## src/rtl/sr_pkg.sv

```systemverilog
// Shared constants and parity helper for the secure_router family.
// The router generates parity with sr_parity and the collector checks it.
package sr_pkg;

    localparam int unsigned SR_DATA_W = 6;
    localparam int unsigned SR_LANES  = 4;
    localparam int unsigned SR_LANE_W = 2;
    localparam int unsigned SR_WORD_W = 7;

    function automatic logic sr_parity(input logic [SR_DATA_W-1:0] payload);
        return ^payload;
    endfunction

endpackage

```

## src/rtl/sr_rr_arbiter.sv

```systemverilog
// 4-way round-robin arbiter: grants the first requester at or after rr_ptr.
// Purely combinational; the caller owns the pointer register.
module sr_rr_arbiter
    import sr_pkg::*;
(
    input  logic [SR_LANES-1:0]  req,
    input  logic                 en,
    input  logic [SR_LANE_W-1:0] rr_ptr,
    output logic                 gnt_valid,
    output logic [SR_LANE_W-1:0] gnt_idx
);

    logic [SR_LANE_W-1:0] idx;

    always_comb begin
        gnt_valid = 1'b0;
        gnt_idx   = '0;
        idx       = '0;
        // Scan from the farthest offset down so the nearest requester wins last.
        for (int k = SR_LANES - 1; k >= 0; k--) begin
            idx = rr_ptr + SR_LANE_W'(k);
            if (req[idx]) begin
                gnt_valid = en;
                gnt_idx   = idx;
            end
        end
    end

endmodule

```

## src/rtl/secure_router_collector.sv

```systemverilog
// Merges four parity-protected lanes into one tagged stream via a small FIFO.
// Define SR_COLLECTOR_ERRCNT_EN to add saturating per-lane parity-error counters.
module secure_router_collector
    import sr_pkg::*;
#(
    parameter int unsigned FIFO_DEPTH = 4,
    parameter int unsigned CNT_W      = 8
) (
    input  logic                           clk,
    input  logic                           rst_n,
    input  logic [SR_WORD_W-1:0]           in_data0,
    input  logic [SR_WORD_W-1:0]           in_data1,
    input  logic [SR_WORD_W-1:0]           in_data2,
    input  logic [SR_WORD_W-1:0]           in_data3,
    input  logic [SR_LANES-1:0]            in_valid,
    output logic [SR_LANES-1:0]            in_ready,
    output logic [SR_LANE_W+SR_DATA_W-1:0] out_data,
    output logic                           out_valid,
    input  logic                           out_ready,
    output logic                           par_err,
    output logic [SR_LANE_W-1:0]           err_lane
`ifdef SR_COLLECTOR_ERRCNT_EN
    ,
    output logic [CNT_W-1:0]               err_cnt0,
    output logic [CNT_W-1:0]               err_cnt1,
    output logic [CNT_W-1:0]               err_cnt2,
    output logic [CNT_W-1:0]               err_cnt3
`endif
);

    localparam int unsigned PtrW = $clog2(FIFO_DEPTH);
    localparam int unsigned CntW = PtrW + 1;
    localparam int unsigned OutW = SR_LANE_W + SR_DATA_W;

    if (FIFO_DEPTH < 2 || (FIFO_DEPTH & (FIFO_DEPTH - 1)) != 0 || CNT_W < 1) begin : g_bad_param
        $error("secure_router_collector: FIFO_DEPTH must be a power of 2 >= 2, CNT_W >= 1");
    end

    logic [SR_WORD_W-1:0] in_word [SR_LANES];
    logic [SR_WORD_W-1:0] hold_q  [SR_LANES];
    logic [SR_WORD_W-1:0] hold_d  [SR_LANES];
    logic [SR_LANES-1:0]  hold_v_q, hold_v_d;
    logic [SR_LANE_W-1:0] rr_ptr_q, rr_ptr_d;
    logic                 par_err_q, par_err_d;
    logic [SR_LANE_W-1:0] err_lane_q, err_lane_d;

    logic [OutW-1:0]      mem_q [FIFO_DEPTH];
    logic [OutW-1:0]      mem_d [FIFO_DEPTH];
    logic [PtrW-1:0]      wr_ptr_q, wr_ptr_d, rd_ptr_q, rd_ptr_d;
    logic [CntW-1:0]      cnt_q, cnt_d;

    logic                 full, empty, push, pop;
    logic                 gnt_valid, gnt_good;
    logic [SR_LANE_W-1:0] gnt_idx;
    logic [SR_WORD_W-1:0] gnt_word;

    assign in_word[0] = in_data0;
    assign in_word[1] = in_data1;
    assign in_word[2] = in_data2;
    assign in_word[3] = in_data3;

    assign full      = (cnt_q == CntW'(FIFO_DEPTH));
    assign empty     = (cnt_q == '0);
    assign in_ready  = ~hold_v_q;
    assign out_valid = ~empty;
    assign out_data  = empty ? '0 : mem_q[rd_ptr_q];
    assign par_err   = par_err_q;
    assign err_lane  = err_lane_q;

    sr_rr_arbiter u_arb (
        .req       (hold_v_q),
        .en        (~full),
        .rr_ptr    (rr_ptr_q),
        .gnt_valid (gnt_valid),
        .gnt_idx   (gnt_idx)
    );

    assign gnt_word = hold_q[gnt_idx];
    assign gnt_good = (sr_parity(gnt_word[SR_DATA_W-1:0]) == gnt_word[SR_WORD_W-1]);
    assign push     = gnt_valid & gnt_good;
    assign pop      = out_valid & out_ready;

    always_comb begin
        hold_d     = hold_q;
        hold_v_d   = hold_v_q;
        rr_ptr_d   = rr_ptr_q;
        par_err_d  = 1'b0;
        err_lane_d = err_lane_q;
        if (gnt_valid) begin
            hold_v_d[gnt_idx] = 1'b0;
            rr_ptr_d          = gnt_idx + SR_LANE_W'(1);
            if (!gnt_good) begin
                par_err_d  = 1'b1;
                err_lane_d = gnt_idx;
            end
        end
        // A lane granted this cycle still has hold_v_q set, so it cannot refill until next edge.
        for (int i = 0; i < SR_LANES; i++) begin
            if (in_valid[i] && !hold_v_q[i]) begin
                hold_d[i]   = in_word[i];
                hold_v_d[i] = 1'b1;
            end
        end
    end

    always_comb begin
        mem_d    = mem_q;
        wr_ptr_d = wr_ptr_q;
        rd_ptr_d = rd_ptr_q;
        if (push) begin
            mem_d[wr_ptr_q] = {gnt_idx, gnt_word[SR_DATA_W-1:0]};
            wr_ptr_d        = wr_ptr_q + PtrW'(1);
        end
        if (pop) begin
            rd_ptr_d = rd_ptr_q + PtrW'(1);
        end
        cnt_d = cnt_q + CntW'(push) - CntW'(pop);
    end

    always_ff @(posedge clk or negedge rst_n) begin
        if (!rst_n) begin
            for (int i = 0; i < SR_LANES; i++) hold_q[i] <= '0;
            for (int i = 0; i < FIFO_DEPTH; i++) mem_q[i] <= '0;
            hold_v_q   <= '0;
            rr_ptr_q   <= '0;
            par_err_q  <= 1'b0;
            err_lane_q <= '0;
            wr_ptr_q   <= '0;
            rd_ptr_q   <= '0;
            cnt_q      <= '0;
        end else begin
            hold_q     <= hold_d;
            mem_q      <= mem_d;
            hold_v_q   <= hold_v_d;
            rr_ptr_q   <= rr_ptr_d;
            par_err_q  <= par_err_d;
            err_lane_q <= err_lane_d;
            wr_ptr_q   <= wr_ptr_d;
            rd_ptr_q   <= rd_ptr_d;
            cnt_q      <= cnt_d;
        end
    end

`ifdef SR_COLLECTOR_ERRCNT_EN
    logic [CNT_W-1:0] err_cnt_q [SR_LANES];
    logic [CNT_W-1:0] err_cnt_d [SR_LANES];

    always_comb begin
        err_cnt_d = err_cnt_q;
        if (gnt_valid && !gnt_good && err_cnt_q[gnt_idx] != '1) begin
            err_cnt_d[gnt_idx] = err_cnt_q[gnt_idx] + CNT_W'(1);
        end
    end

    always_ff @(posedge clk or negedge rst_n) begin
        if (!rst_n) begin
            for (int i = 0; i < SR_LANES; i++) err_cnt_q[i] <= '0;
        end else begin
            err_cnt_q <= err_cnt_d;
        end
    end

    assign err_cnt0 = err_cnt_q[0];
    assign err_cnt1 = err_cnt_q[1];
    assign err_cnt2 = err_cnt_q[2];
    assign err_cnt3 = err_cnt_q[3];
`endif

endmodule
```

## config.mk

```make
export PLATFORM = sky130hd
export DESIGN_NAME = secure_router_collector
export DESIGN_NICKNAME = d
export VERILOG_FILES = /design/src/rtl/sr_pkg.sv /design/src/rtl/sr_rr_arbiter.sv /design/src/rtl/secure_router_collector.sv
export SDC_FILE = /design/constraint.sdc
export NUM_CORES = 1
export LEC_CHECK = 0
export CORE_ASPECT_RATIO = 0.7
export CORE_MARGIN = 2
export CORE_UTILIZATION = 40
export CTS_BUF_LIST = sky130_fd_sc_hd__clkbuf_16
export DETAILED_ROUTE_END_ITERATION = 12
export SETUP_SLACK_MARGIN = 0.15
export SLEW_MARGIN = 30
export SYNTH_ARGS = -nofsm -noshare
export SYNTH_HDL_FRONTEND = slang
export SYNTH_SLANG_ARGS = --single-unit
```

## constraint.sdc

```tcl
create_clock -name clk -period 3.8 [get_ports clk]
set_input_delay 0.38 -clock clk [delete_from_list [all_inputs] [get_ports clk]]
set_output_delay 0.38 -clock clk [all_outputs]
set_load 0.02 [all_outputs]
```

Word level (Yosys, flattened, before mapping) --
Cells that the tools add are included.
Word-level totals: bits in registers 76, latch bits 0, memory bits (writable) 0, bits in read-only memories 0, output and inout bits 16, memories kept 0
Operators by class: add/subtract/negate cells 8, $mul 0, div/mod/pow operators 0, $lt $le $gt $ge 10, equality and inequality tests 2, shift operators 0, muxes and demuxes 35, bitwise gates (word level) 11, reduce and logical (&&, ||, !) cells 17
Operators with widths (count):
- $bwmux W32 | 1
- $mux W8 | 4
- $bmux W8 S2 | 1
- $demux W8 S2 | 1
- $lt A2 B3 Y1 const B | 5
- $mux W1 | 15
- $bmux W7 S2 | 1
- $mux W7 | 2
- $ge A3 B3 Y1 const B | 3
- $not A2 Y3 | 3
- $add A2 B1 Y2 const B | 4
- $bmux W1 S2 | 4
- $mux W2 | 4
- $not A4 Y4 | 2
- $reduce_bool A2 Y1 | 4
- $logic_and A1 B1 Y1 | 6
- $reduce_xor A6 Y1 | 1
- $add A2 B2 Y2 const B | 2
- $and A4 B4 Y4 | 1
- $logic_not A1 Y1 | 4
- $mux W4 | 1
- $add A3 B1 Y3 | 1
- $eq A3 B3 Y1 const B | 1
- $logic_not A3 Y1 | 1
- other kinds (8) | 11

Logic depth before layout (Yosys ltp) --
Gate-level depths: netlist of run 1.
word-level depth 16, gate-level depth with buffers 18

By module --
From an unflattened synthesis of run 1, not the netlist that was laid out.
Second synthesis, totals: cell total of the unflattened synthesis 246, area, all modules 3662.3 µm²
Modules (own cells, without submodules):
- secure_router_collector | instances 1, cells an instance 233, area an instance 3580.9 µm², sequential area each 1901.8 µm²
- sr_rr_arbiter | instances 1, cells an instance 13, area an instance 81.3 µm², sequential area each 0.0 µm²

Least setup slack after synthesis of run 1 --
OpenSTA, ideal clock, no wires.
path kind reg2reg, from register hold_v_q[0], to register cnt_q[2], library setup time 0.123 ns, data arrival time 3.622 ns, required time 3.677 ns, path slack 0.055 ns, stages on the path, launching flop included 17, period minus slack after synthesis 3.745 ns, cells stage by stage dfrtp_1 -> buf_2 -> inv_2 -> nor3_1 -> a211oi_2 -> buf_2 -> mux2_2 -> xnor2_2 -> xnor3_2 -> nand2b_4 -> ha_1 -> inv_1 -> ha_1 -> inv_1 -> fa_1 -> xnor2_1 -> xnor2_1
Between the ends: word-level cells in the longest chain between the ends 15, elaborated cells on any way between the ends 25, classes of those cells 2 x add/sub; 1 x eq/ne; 19 x mux; 2 x bitwise; 1 x reduce/logical
Ends and longest elaborated chain:
- from (decl) | RTL line secure_router_collector.sv:42 | logic [SR_LANES-1:0] hold_v_q, hold_v_d;
- from (signal assigned) | RTL line secure_router_collector.sv:134 | hold_v_q <= hold_v_d;
- $bmux W1 S2 | RTL line sr_rr_arbiter.sv:22 | if (req[idx]) begin
- $mux W1 (implied by the code) | RTL line sr_rr_arbiter.sv:22
- $mux W2 (3 in a row) | RTL line sr_rr_arbiter.sv:22
- $mux W2 (*) | RTL line sr_rr_arbiter.sv:22
- via gnt_idx[0] | RTL line secure_router_collector.sv:54 | logic [SR_LANE_W-1:0] gnt_idx;
- $not A2 Y3 (implied by the code) (*) | RTL line secure_router_collector.sv:78 | assign gnt_word = hold_q[gnt_idx];
- $bmux W7 S2 (*) | RTL line secure_router_collector.sv:78
- $mux W7 (implied by the code) (*) (2 in a row) | RTL line secure_router_collector.sv:78
- $reduce_xor A6 Y1 | RTL line sr_pkg.sv:11 | return ^payload;
- $eq A1 B1 Y1 (*) | RTL line secure_router_collector.sv:79 | assign gnt_good = (sr_parity(gnt_word[SR_DATA_W-1:0]) == gnt_word[SR_WORD_W-1]);
- $and A1 B1 Y1 (*) | RTL line secure_router_collector.sv:80 | assign push = gnt_valid & gnt_good;
- $add A3 B1 Y3 (*) | RTL line secure_router_collector.sv:117 | cnt_d = cnt_q + CntW'(push) - CntW'(pop);
- $sub A3 B1 Y3 (*) | RTL line secure_router_collector.sv:117
- via cnt_d[2] | RTL line secure_router_collector.sv:50 | logic [CntW-1:0] cnt_q, cnt_d;
- to (signal assigned) | RTL line secure_router_collector.sv:140 | cnt_q <= cnt_d;
- to (decl) | RTL line secure_router_collector.sv:50
Mark *: on every way through the listed nets, which the timed path passes. The rest lies on a longest branch. The select of a mux whose other input is x is not followed. A chain may end at the register's enable or synchronous reset.

Worst setup path after layout of run 1 --
from register rr_ptr_q[1], to register cnt_q[2]
Between the ends: word-level cells in the longest chain between the ends 16, elaborated cells on any way between the ends 28, classes of those cells 5 x add/sub; 1 x eq/ne; 19 x mux; 2 x bitwise; 1 x reduce/logical
Ends and longest elaborated chain:
- from (decl) | RTL line secure_router_collector.sv:43 | logic [SR_LANE_W-1:0] rr_ptr_q, rr_ptr_d;
- from (signal assigned) | RTL line secure_router_collector.sv:135 | rr_ptr_q <= rr_ptr_d;
- $add A2 B2 Y2 | RTL line sr_rr_arbiter.sv:21 | idx = rr_ptr + SR_LANE_W'(k);
- $bmux W1 S2 | RTL line sr_rr_arbiter.sv:22
- $mux W1 (implied by the code) | RTL line sr_rr_arbiter.sv:22
- $mux W2 (4 in a row) | RTL line sr_rr_arbiter.sv:22
- $not A2 Y3 (implied by the code) | RTL line secure_router_collector.sv:78
- $bmux W7 S2 | RTL line secure_router_collector.sv:78
- $mux W7 (implied by the code) (2 in a row) | RTL line secure_router_collector.sv:78
- $reduce_xor A6 Y1 | RTL line sr_pkg.sv:11
- $eq A1 B1 Y1 | RTL line secure_router_collector.sv:79
- $and A1 B1 Y1 (*) | RTL line secure_router_collector.sv:80
- $add A3 B1 Y3 (*) | RTL line secure_router_collector.sv:117
- $sub A3 B1 Y3 (*) | RTL line secure_router_collector.sv:117
- via cnt_d[2] | RTL line secure_router_collector.sv:50
Marked as above.

==> summary.txt, run 1 <==
Worst setup path
  • Critical path type: reg -> reg
  • Max stage delay cell, worst path: dfrtp_2
  • Crit start category: flop
  • Critical path buffers and inverters: 4
  • Crit path max-delay family: XOR/XNOR gates
  • Worst path arrival time: 3.78 ns
  • Endpoint type of the worst setup path: flop
  • Largest stage delay on the critical path: 0.46 ns
  • Req. time, crit path: 4.02 ns
  • Max Fanout on Critical Path: 6
  • Crit path cell chain: mux2i_1 > a211oi_2 > buf_4 > buf_4 > mux2_4 > xnor3_1 > xnor3_2 > nand2b_4 > ha_4 > inv_2 > ha_4 > inv_2 > fa_2 > xnor2_2 > xnor2_1

Global routing
  • Vias in the first global route: 2547
  • Initial antenna violation count: 0
  • Largest net degree at the start of global routing: 46
  • First-pass GRT wire length: 13200 um
  • All-Layer GR Usage: 17.2%
  • GRT overflow: 0

Synthesis
  • Synthesis Warnings: 0
  • Post-synth design cell area: 3750 um^2
  • Post-synth top area share: 50.8%
  • Most common cell in the synthesized netlist: dfrtp_1
  • Ranking of synthesized cells by area: dfrtp_1 51%, mux2_2 10%, mux4_2 4.8%
  • Share of flip-flops with an asynchronous set or reset: 100%
  • Netlist cell types: 36
  • Post-synth EDFFs: 0
  • Post-synth top cells: 76 x dfrtp_1, 34 x mux2_2, 21 x o21ai_1, 20 x o31ai_1, 17 x mux2i_1
  • Syn Area/Cell: 12.9 um^2
  • Syn_nets: 336
  • Part of the Yosys area used for sequential elements: 50.8%
  • Dominant cell type by area after synthesis: dfrtp_1
  • Synthesized flop and latch total: 76
  • Mapped Cells: 290
  • Primary FF master, synth: dfrtp_1

STA
  • Fin worst setup slack: 0.236 ns
  • Final setup viols: 0
  • Tmin final: 3.56 ns
  • Clk_skew: 0.00326 ns
  • Post-route setup TNS: 0 ns
  • Hold slack final: 0.135 ns
  • Final hold violation count: 0
  • Fmax: 0.281 GHz
  • Tcrit/Tclk final: 93.8%
  • Worst Max-Slew Pin Slew: 0.832 ns
  • Unrepaired setup endpoints after global routing: no
  • Relative slew margins: 44.4%
  • Fin. max-slew vios: 0

Die
  • I/O pin total: 51
  • Core area: 9070 um^2
  • DIE WIDTH: 120 um
  • Die height: 85.0 um
  • Rows: 29
  • Initial Utilization: 41.3%
  • Die area: 10200 um^2

Clock network
  • Hold-fix buffers, CTS: 0
  • CTS Root Buffer Type: clkbuf_16
  • Worst-Skew Late Latency: 0.33 ns
  • Num CTS Buffers: 9
  • Clock transition at path regs: 0.06 ns
  • CTS Buffer Depth: 2
  • CTS tree: yes
  • Sink Count: 76
  • H-tree Lvls: 3

Outcome
  • Outcome: completed

Route
  • Drt via density: 5.08
  • Final wirelength: 8040 um
  • 1st-pass router iterations: 4
  • Starting DRT DRC Count: 165
  • WL/cell: 16.5 um
  • # DRC: 0
  • Antenna Violating Nets Remaining: 0
  • Via count: 2468

Flow run
  • Max-cap violations: 0

Layout
  • ANT cells: 0
  • Area grow syn2layout: 31.6%
  • Final Util: 54.4%
  • Final Net Count: 403
  • Filler Cell Count: 789
  • Layout cells sized above 1: 30.7%

Place
  • Gp weighted congestion: 0.773
  • PortBufs: 50
  • Place WS: 0.161 ns
  • Estimated wirelength of the detail-placed design: 5700 um

Hold path
  • Worst Hold Class: in -> async
==> layout make-up <==
type / instances / area, um^2 / share of cell area, %
flip-flops and latches: 76 / 1900 / 38.6
multi-input cells: 180 / 1790 / 36.4
repair buffers: 78 / 724 / 14.7
clock buffers: 9 / 225 / 4.57
well taps: 124 / 155 / 3.15
clock inverters: 7 / 82.6 / 1.67
inverters: 12 / 45.0 / 0.913
==> registers in the layout (all words and copies together), names as in the netlist <==
signal / count
par_err: 1
hold_q: 28
err_lane: 2
mem_q: 32
hold_v_q: 4
wr_ptr_q: 2
cnt_q: 3
rd_ptr_q: 2
rr_ptr_q: 2
==> cell usage in the layout (no fill, tap or decap), types with 2 or more instances in the layout <==
cell | netlist | layout
nor2_1 | 6 | 6
mux2_1 | 13 | 13
xor2_1 | 2 | 2
clkdlybuf4s50_1 | 0 | 49
dfrtp_1 | 76 | 74
ha_4 | 0 | 2
and2_1 | 9 | 9
a31oi_1 | 4 | 4
mux2_4 | 2 | 6
nor2b_1 | 4 | 4
nor2_2 | 4 | 4
mux2_2 | 34 | 30
inv_2 | 1 | 3
buf_4 | 2 | 25
mux2i_1 | 17 | 14
nand2_1 | 6 | 6
mux4_2 | 8 | 8
mux2i_4 | 0 | 3
clkinv_2 | 0 | 3
xnor2_2 | 1 | 2
inv_1 | 11 | 10
o31ai_1 | 20 | 20
xnor2_1 | 4 | 3
ha_1 | 10 | 8
buf_8 | 0 | 2
clkbuf_16 | 0 | 9
o21ai_1 | 21 | 20
a21oi_1 | 4 | 4
bufinv_16 | 0 | 2
dfrtp_2 | 0 | 2
==> metrics by stage <==
step / cells / cell area, um^2
2_1_floorplan: 290 / 3810
3_3_place_gp: 454 / 4420
3_5_place_dp: 454 / 4420
4_1_cts: 470 / 4740
5_1_grt: 486 / 4930
6_report: 486 / 4930
==> cell families (layout without fill, tap and decap cells) <==
kind of cell / count (synthesis) / in the layout / share of synthesized area, %
AOI/OAI and AO/OA: 52 / 52 / 8.85
xor gates and xnor gates: 9 / 9 / 3.07
adders and majority gates: 11 / 11 / 3.87
buffers and inverters: 34 / 106 / 4.04
DFF: 76 / 76 / 50.8
muxes: 74 / 74 / 24.3
and+or+nand+nor: 34 / 34 / 5.11
==> path summary, 6_finish.rpt <==
check | startpoint | endpoint | slack, ns | depth (start not counted)
max in group asynchronous | rst_n | hold_q[2] | 2.74 | 2
setup reg to reg | rr_ptr_q[1] | cnt_q[2] | 0.24 | 15
hold / removal | rst_n | hold_q[13] | 0.14 | 1
setup / recovery | rr_ptr_q[1] | cnt_q[2] | 0.24 | 15
min in group clk | mem_q[15] | mem_q[15] | 0.48 | 1
hold reg to reg | mem_q[15] | mem_q[15] | 0.48 | 1
==> routing by layer <==
metal  up-vias  global-route usage (%)  routed length [um]
li1       1161                       -                   -
met1      1245                    24.2                3980
met2        48                    25.6                3610
met3        14                    5.44                 332
met4         0                    5.03                 110
met5         -                       0                   0
==> timing repair <==
action	in CTS	in global routing
buffers inserted	0	16
pin swaps	0	8
endpoints found under the setup margin	1	2
gates resized for setup	1	17
Power of run 1 is not shown: default switching activity piles up to over one toggle a cycle in this logic, so the estimate is an artifact.
==> run 2: changes to the inputs <==
--- a/config.mk
+++ b/config.mk
@@ -5,6 +5,7 @@
 export SDC_FILE = /design/constraint.sdc
 export NUM_CORES = 1
 export LEC_CHECK = 0
+export CAP_MARGIN = 20
 export CORE_ASPECT_RATIO = 0.7
 export CORE_MARGIN = 2
 export CORE_UTILIZATION = 40
==> results of run 2 <==
Same layout as run 1: the final DEF is identical, and so are final timing and power.
Power of run 2 is left out for the same reason.
==> run 3: changes to the inputs <==
--- a/config.mk
+++ b/config.mk
@@ -6,11 +6,14 @@
 export NUM_CORES = 1
 export LEC_CHECK = 0
 export CAP_MARGIN = 20
+export CELL_PAD_IN_SITES_DETAIL_PLACEMENT = 1
+export CELL_PAD_IN_SITES_GLOBAL_PLACEMENT = 1
 export CORE_ASPECT_RATIO = 0.7
 export CORE_MARGIN = 2
 export CORE_UTILIZATION = 40
 export CTS_BUF_LIST = sky130_fd_sc_hd__clkbuf_16
 export DETAILED_ROUTE_END_ITERATION = 12
+export PLACE_DENSITY_LB_ADDON = 0.1
 export SETUP_SLACK_MARGIN = 0.15
 export SLEW_MARGIN = 30
 export SYNTH_ARGS = -nofsm -noshare
==> run 3 against run 2 <==
Effect of this change: largest cell class unchanged; global-route usage is 2.1 points higher; routed wire length is 12% higher; flip-flop and latch count stayed put; fmax is 0.12% lower; via count is 0.49% lower; clock skew is 0.0020 ns higher; first-iteration DRC count is 32% lower; hold slack worse by 0.13 ns; clock-buffer cell count stayed put.
==> summary.txt, run 3 (synthesized netlist as in run 1, its figures left out) <==
Clock network
  • Num CTS Buffers: 9
  • Sink Count: 76
  • Worst-Skew Late Latency: 0.34 ns
  • CTS Buffer Depth: 2
  • Clock transition at path regs: 0.06 ns
  • H-tree Lvls: 3
  • CTS Root Buffer Type: clkbuf_16
  • CTS tree: yes

Layout
  • Most frequent cells in the layout: 74 x dfrtp_1, 49 x clkdlybuf4s50_1, 31 x mux2_2
  • Most common cell after layout, fill and taps aside: dfrtp_1
  • Most flop-heavy register: mem_q
  • Largest register FFs: 32
  • Biggest regs: mem_q (32), hold_q (28), hold_v_q (4)
  • Area grow syn2layout: 29.6%
  • Layout cells sized above 1: 28.7%
  • Final Net Count: 393
  • Post-route cell area: 4850 um^2
  • ANT cells: 0

Worst setup path
  • FF-to-FF Start: hold_v_q[0]
  • Critical path type: reg -> reg
  • Endpoint type of the worst setup path: flop
  • Worst-case reg-to-reg path depth: 16
  • Req. time, crit path: 4.02 ns
  • Crit start category: flop
  • Max Fanout on Critical Path: 5
  • Worst path arrival time: 3.79 ns
  • R2R setup slack: 0.23 ns
  • Critical path startpoint: hold_v_q[0]
  • R2R Path End: cnt_q[2]

Die
  • Core area: 9070 um^2
  • Die height: 85.0 um
  • DIE WIDTH: 120 um
  • Initial Utilization: 41.3%
  • Rows: 29
  • Die area: 10200 um^2
  • I/O pin total: 51

Place
  • PortBufs: 50
  • Estimated wirelength of the detail-placed design: 6270 um
  • Area after DPL: 4440 um^2
  • Gp weighted congestion: 0.795

STA
  • Worst Max-Slew Pin Slew: 0.920 ns
  • Tcrit/Tclk final: 93.9%
  • Tmin final: 3.57 ns
  • Relative slew margins: 38.6%
  • Unrepaired setup endpoints after global routing: no
  • Hold slack final: 0.00299 ns
  • Final setup viols: 0
  • Fin. max-slew vios: 0
  • Fmax: 0.280 GHz
  • Final hold violation count: 0
  • Post-route setup TNS: 0 ns
  • Clk_skew: 0.00522 ns

Route
  • # DRC: 0
  • Via count: 2456
  • Drt via density: 5.16
  • 1st-pass router iterations: 4
  • WL/cell: 18.9 um
  • Starting DRT DRC Count: 112
  • Final wirelength: 9010 um
  • Antenna Violating Nets Remaining: 0

Flow run
  • Max-cap violations: 0

Global routing
  • GRT overflow: 0
  • Initial antenna violation count: 0
  • Vias in the first global route: 2717
  • All-Layer GR Usage: 19.3%
  • First-pass GRT wire length: 14700 um
  • Largest net degree at the start of global routing: 46

Outcome
  • Outcome: completed

Hold path
  • Worst Hold Class: in -> async
run 3: area by class of cell:
type	count	area [um^2]
Fill cell	923	4220
Sequential cell	76	1900
Multi-Input combinational cell	181	1780
Timing Repair Buffer	67	658
Clock buffer	9	225
Tap cell	124	155
Clock inverter	7	82.6
Inverter	12	45.0
run 3: worst max path at each step:
| stage | end | slack (ns) |
|---|---|---|
| 2_1_floorplan | cnt_q[2] | 0.14 |
| 3_3_place_gp | cnt_q[2] | 0.13 |
| 3_5_place_dp | cnt_q[2] | 0.1 |
| 4_1_cts | cnt_q[2] | 0.16 |
| 5_1_grt | cnt_q[2] | 0.13 |
| 6_report | cnt_q[2] | 0.23 |
run 3: worst max-delay path: stages (launching register included):
cell and delay [ns]:
dfrtp_2 0.45, buf_4 0.16, inv_2 0.06, nor3_1 0.06, a211oi_2 0.23, buf_12 0.16
mux2_4 0.34, xnor3_1 0.36, xnor3_2 0.37, nand2b_4 0.18, ha_4 0.24, inv_2 0.06
ha_4 0.11, inv_2 0.03, fa_2 0.37, xnor2_2 0.15, xnor2_1 0.12
run 3: what timing repair did:
action / in CTS / in global routing
resized for setup: 2 / 7
hold buffers: 0 / 0
gates cloned: 0 / 1
setup endpoints to repair: 1 / 1
pin swaps: 1 / 2
hold endpoints to repair: 0 / 0
setup buffers: 2 / 5
run 3: metal layers:
metal / track usage, % / wire [um] / part of all wire [%] / up-vias
li1: - / - / - / 1150
met1: 26.5 / 4510 / 50 / 1251
met2: 30.2 / 4050 / 45 / 45
met3: 5.31 / 347 / 3.9 / 10
met4: 5.78 / 103 / 1.1 / 0
met5: 0 / 0 / 0 / -
run 3: through the flow:
stage          utilization, %  setup slack [ns]  instances
2_1_floorplan               -             0.140        290
3_3_place_gp             48.6             0.129        451
3_5_place_dp             49.0            0.0985        452
4_1_cts                  52.7             0.165        470
5_1_grt                  53.5             0.126        476
6_report                 53.5             0.232        476
Power of run 3 is left out for the same reason.
